$ cat src/rtl/unidade_controle_varredura.sv
// Moore sweep controller for the contador_163 + comparador_85 datapath:
// clears the counter, then steps it until it matches chaves (acerto) or passes it (erro).
module unidade_controle_varredura #(
    parameter int unsigned PASSO_CICLOS = 1
) (
    input  logic       clock,
    input  logic       reset,
    input  logic       iniciar,
    input  logic       igual,
    input  logic       maior,
    input  logic       fim,
    output logic       zera,
    output logic       conta,
    output logic       pronto,
    output logic       acertou,
    output logic       errou,
    output logic [3:0] db_estado
);

    localparam int unsigned PW = $clog2(PASSO_CICLOS) + 1;
    localparam int unsigned ALVO_INT = (PASSO_CICLOS >= 2) ? (PASSO_CICLOS - 2) : 0;
    localparam logic [PW-1:0] ALVO = PW'(ALVO_INT);

    typedef enum logic [3:0] {
        INICIAL = 4'h0,
        PREPARA = 4'h1,
        COMPARA = 4'h2,
        ESPERA  = 4'h3,
        PROXIMO = 4'h4,
        ACERTO  = 4'hA,
        ERRO    = 4'hE
    } estado_t;

    estado_t       estado, estado_prox;
    logic [PW-1:0] presc, presc_prox;

    // State and prescaler registers
    always_ff @(posedge clock or negedge reset) begin
        if (!reset) begin
            estado <= INICIAL;
            presc  <= '0;
        end else begin
            estado <= estado_prox;
            presc  <= presc_prox;
        end
    end

    // Next-state logic and Moore output decode
    always_comb begin
        estado_prox = estado;
        presc_prox  = presc;
        zera        = 1'b0;
        conta       = 1'b0;
        pronto      = 1'b0;
        acertou     = 1'b0;
        errou       = 1'b0;
        unique case (estado)
            INICIAL: begin
                if (iniciar) estado_prox = PREPARA;
            end
            PREPARA: begin
                zera        = 1'b1;
                estado_prox = COMPARA;
            end
            COMPARA: begin
                // igual outranks fim so that chaves=15 still ends in ACERTO
                if (igual)                  estado_prox = ACERTO;
                else if (maior)             estado_prox = ERRO;
                else if (fim)               estado_prox = ERRO;
                else if (PASSO_CICLOS == 1) estado_prox = PROXIMO;
                else begin
                    estado_prox = ESPERA;
                    presc_prox  = '0;
                end
            end
            ESPERA: begin
                presc_prox = presc + PW'(1);
                if (presc == ALVO) estado_prox = PROXIMO;
            end
            PROXIMO: begin
                conta       = 1'b1;
                estado_prox = COMPARA;
            end
            ACERTO: begin
                pronto  = 1'b1;
                acertou = 1'b1;
                if (iniciar) estado_prox = PREPARA;
            end
            ERRO: begin
                pronto = 1'b1;
                errou  = 1'b1;
                if (iniciar) estado_prox = PREPARA;
            end
            default: estado_prox = INICIAL;
        endcase
    end

    assign db_estado = estado;

endmodule

$ cat config.mk
export PLATFORM = sky130hd
export DESIGN_NAME = unidade_controle_varredura
export DESIGN_NICKNAME = d
export VERILOG_FILES = /design/src/rtl/unidade_controle_varredura.sv
export SDC_FILE = /design/constraint.sdc
export NUM_CORES = 1
export LEC_CHECK = 0
export ABC_AREA = 1
export BUFFER_PORTS_ARGS = -buffer_cell sky130_fd_sc_hd__buf_2
export CORE_AREA = 3 3 40 42
export CTS_BUF_LIST = sky130_fd_sc_hd__clkbuf_8
export DETAILED_ROUTE_END_ITERATION = 8
export DIE_AREA = 0 0 43 45
export GPL_ROUTABILITY_DRIVEN = 0
export PLACE_DENSITY = 0.52
export SLEW_MARGIN = 25
export SYNTH_ARGS = -nofsm -noshare
export SYNTH_HDL_FRONTEND = slang
export SYNTH_SLANG_ARGS = --single-unit
$ cat constraint.sdc
create_clock -name clock -period 0.95 [get_ports clock]
set_input_delay 0.1425 -clock clock [delete_from_list [all_inputs] [get_ports clock]]
set_output_delay 0.1425 -clock clock [all_outputs]
set_load 0.03 [all_outputs]
# Yosys cells after proc, flatten, opt, wreduce, memory -nomap -nowiden
# Index checks and enable logic that the tools add are counted.
# Widths: inputs -> output; s select.
[totals]
regBits = 5
latchBits = 0
ramBits = 0
rom_bits = 0
input_bits = 6
out_inout_bits = 9
elab_cells = 27
n_memories = 0
[classes]
n_addsub = 1
multipliers = 0
div = 0
n_lt_le_gt_ge = 0
eq_ne = 8
shifts = 0
n_mux = 11
bitwise_logic = 0
reduce_logical = 5
[op_table]
columns = ["operator", "n"]
rows = [
  ["$mux 4", 5],
  ["$pmux 4 s4", 1],
  ["$eq 4x2->1 const B", 2],
  ["$eq 4x4->1 const B", 2],
  ["$mux 1", 5],
  ["$eq 4x1->1 const B", 1],
  ["$eq 4x3->1 const B", 1],
  ["$logic_not 4->1", 1],
  ["$reduce_or 2->1", 2],
  ["$reduce_or 3->1", 1],
  ["$ne 2x1->1 const B", 1],
  ["$ne 2x2->1 const B", 1],
  ["$reduce_and 2->1", 1],
  ["$add 1x1->1 const B", 1],
]

# Logic depth before layout (Yosys ltp)
[logic_depth]
word_depth = 4
ltp_mapped = 8
mapped_depth_nobuf = 7

# Least setup slack after synthesis
# Ideal clock, no wire load.
[synth_timing]
path_kind = "register to output"
startpoint = "reg estado[1] (netlist: db_estado[1])"
endpoint = "out acertou"
arrival_time_ps = 1193
t_required_ps = 808
path_slack_ps = -386
stages_incl_launch_ff = 4
path_buffers = 1
path_cell_list = "dfrtp_1 -> buf_6 -> nand3_2 -> nor2_1"
[synth_via]
elab_chain_len = 2
[synth_lines]
columns = ["element", "line", "source"]
rows = [
  ["start: declaration", "34", "estado_t estado, estado_prox;"],
  ["start signal: assignment", "43", "estado <= estado_prox;"],
  ["$eq 4x4->1", "57", "unique case (estado)"],
  ["$mux 1", "57", ""],
  ["end: declaration", "15", "output logic acertou,"],
]
# Every way passes these cells.

# Worst setup path in the final report
[layout_timing]
startpoint = "reg estado[0] (netlist: db_estado[0])"
endpoint = "out acertou"
# Same word-level chain as after synthesis.

==> summary.md <==
| Metric | Value |
|---|---|
| Run status | finished with violations |
| Failing checks | setup timing |
| Worst setup path start | db_estado[0]$_DFFE_PN0P_ |
| N_diodes | 0 |
| Largest net degree at the start of global routing | 7 |
| Met2 Routed Length | 467 um |
| Final setup skew | 0.00100 ns |
| Residual DRC count | 0 |
| CTS max path bufs | 2 |
| Avg Synthesized Cell Area | 6.92 um^2 |
| DR vias/cell | 4.20 |
| Critical path, cell by cell | inv_2 -> nand3_4 -> nor2_4 -> buf_6 |
| Post-synthesis cell area | ~330 um^2 |
| Leakage power | 0.351 nW |
| Critical path's slowest cell | dfrtp_2 |
| Switching share of power | 43.0% |
| Maximum capacitance violations | 0 |
| Final Slew Violations | 0 |
| Kind of critical path | reg2out |
| Syn nets | 53 |
| Final Core Density | about half |
| H-Tree Level Count | 1 |
| Area grow syn2layout | 105% |
| Critical path's largest stage delay | 0.44 ns |
| Worst slew pin tran | 0.184 ns |
| Crit end category | primary output |
| IO Port Bufs | 14 |
| Worst min-delay path category | in2reg |
| Worst hold margin | 0.180 ns |
| Num CTS Buffers | 3 |
| Worst-Skew Late Latency | between 0.2 and 0.25 ns |
| YS warnings | 0 |
| Tmin final | 1.23 ns |
| Sequential area share after synthesis | 38.5% |
| Pwr Density | 3200 mW/mm^2 |
| Fin crit share | 130% |
| Worst-path clk slew | roughly 0.03 ns |
| Setup TNS Final | -2.98 ns |
| Row count | 13 |
| TritonRoute pass-1 iters | 1 |
| All-Layer GR Usage | between 10% and 20% |
| Initial antenna violation count | 0 |
| Internal power | 1.22 mW |
| Ratio of cells with drive above 1 in the final layout | 60.5% |
| Worst VDD drop | 1450 uV |
| Detailed Route Iter0 Violations | 0 |
| CTS tree | yes |
| Slew margin rel. | between 80 and 90% |
| Die Wd | 43 um |
| Routed len/inst | 9.89 um |
| Dpl hpwl | 653 um |
| Post-DRT Antenna Nets | 0 |
| CTS sink cnt | 5 |
| Fmax | slightly above 800 MHz |
| Metal-1 WL | about 380 um |
| Nets@finish | 83 |
| Core area | approximately 0.0013 mm^2 |
| Fill cells | roughly 130 |
| Remaining Overflow, GRT | 0 |
| Setup-failing EPs final | 14 |
| Comb pwr share | 61.4% |
| Num ports | 15 |
| RSZ-0062 raised after global routing | true |
| RR Endpoint | db_estado[1]$_DFFE_PN0P_ |
| Top routing layer in use | met4 |
| Reg2Reg Depth | 8 |
| DR WL met3 | 36 um |
| Register share of total power | 21.2% |
| FF-to-FF Start | db_estado[0]$_DFFE_PN0P_ |
| Root Driver | clkbuf_8 |
| Critical path endpoint | acertou |
| Final Hold Fails | 0 |
| Flop and latch count out of synthesis | 5 |
| R2R Setup Slk | -0.23 ns |
| First-pass GRT wire length | 1500 um |
| DIE AREA | 0.00194 mm^2 |
| Gate Count Post-Synth | 47 |
| Worst EP arrival | roughly 1.1 ns |
| Die H | 45 um |
| Worst Slack Setup Final | -0.281 ns |
| Worst EP required | 0.81 ns |
| Via count | 382 |
| Vias in the first global route | about 380 |
| Switching power of the nets | 0.920 mW |
| Clock share of power | 17.4% |
| Netlist cell types | 12 |
| Max Fanout on Critical Path | 4 |
| Post-Route WL | 900 um |
| Starting density of the core | between 20% and 30% |
| Worst setup SP type | flop |
-- cell type report --
cell class / instances / area [um^2] / share of cell area (%)
clock buffers: 3 / 41.3 / 6.18
clock inverters: 1 / 3.75 / 0.562
inverters: 10 / 37.5 / 5.62
multi-input cells: 31 / 206 / 30.9
flip-flops and latches: 5 / 130 / 19.5
well taps: 15 / 18.8 / 2.81
repair buffers: 26 / 230 / 34.5
-- through the flow --
step | cell area, um^2 | instances | setup slack [ns] | total power [mW]
2_1_floorplan | 363 | 47 | -0.173 | 1.11
3_3_place_gp | 478 | 80 | -0.133 | 1.38
3_5_place_dp | 478 | 80 | -0.146 | 1.38
4_1_cts | 642 | 89 | -0.290 | 2.06
5_1_grt | 668 | 91 | -0.346 | 2.29
6_report | 668 | 91 | -0.281 | 2.14
-- cell usage in the layout (no fill, tap or decap), drive strengths merged --
| master | synthesis | layout |
|---|---|---|
| buf | 1 | 25 |
| nand2 | 13 | 13 |
| inv | 10 | 11 |
| nor2 | 8 | 8 |
| nand3 | 7 | 7 |
| dfrtp | 5 | 5 |
| clkbuf | 0 | 3 |
| nand4 | 1 | 1 |
| nor3 | 1 | 1 |
| xnor2 | 1 | 1 |
| dlygate4sd3 | 0 | 1 |
-- flip-flops by register name, summed over array words and instances, names as in the netlist --
register	flops
db_estado	4
presc	1
-- what timing repair did --
action	4_1_cts	5_1_grt
setup endpoints to repair	14	14
endpoints found under the hold margin	5	0
gates resized for setup	23	2
setup buffers	4	2
hold buffers	1	0
pin swaps	2	2
-- worst min-delay path by stage --
stage | from | endpoint | slack (ns) | cells past startpoint
final | iniciar | db_estado[0]$_DFFE_PN0P_ | 0.18 | 3
after global placement | reset | presc$_DFFE_PN0N_ | -0.04 | 1
after floorplan | reset | db_estado[0]$_DFFE_PN0P_ | -0.15 | 0
after global routing | iniciar | db_estado[0]$_DFFE_PN0P_ | 0.20 | 3
after detailed placement | reset | presc$_DFFE_PN0N_ | -0.04 | 1
after CTS | iniciar | db_estado[0]$_DFFE_PN0P_ | 0.18 | 3
-- layer usage --
| metal | up-vias | GRT usage [%] |
|---|---|---|
| met5 | - | 0 |
| met4 | 0 | 9.04 |
| li1 | 197 | - |
| met2 | 11 | 19.2 |
| met1 | 172 | 11.5 |
| met3 | 2 | 1.20 |
-- power groups by stage --
stage	registers (mW)	logic, mW	clock network, mW
global route	0.469	1.42	0.393
CTS	0.457	1.22	0.387
floorplan	0.543	0.563	0
global placement	0.462	0.917	0
detailed placement	0.462	0.919	0
finish	0.453	1.31	0.373
-- Yosys cell counts (all sizes together) --
| cell | number | area, um^2 |
|---|---|---|
| xnor2 | 1 | 8.76 |
| nor2 | 8 | 37.5 |
| inv | 10 | 37.5 |
| nor3 | 1 | 5.00 |
| buf | 1 | 11.3 |
| nand2 | 13 | 53.8 |
| nand3 | 7 | 40.0 |
| dfrtp | 5 | 125 |
| nand4 | 1 | 6.26 |
-- critical path: cells and delay by family, from the launching register on --
kind	cells	cell delay (ns)
buffers and inverters	2	0.22
DFF	1	0.44
and+or+nand+nor	2	0.21
-- logic make-up (layout without fill, tap and decap cells) --
kind of cell / Yosys count / after routing / share of synthesized area, %
buf+inv: 11 / 40 / 15.0
simple gates: 30 / 30 / 43.8
flops: 5 / 5 / 38.5
xor+xnor: 1 / 1 / 2.69
(Power assumes the default switching activity.)
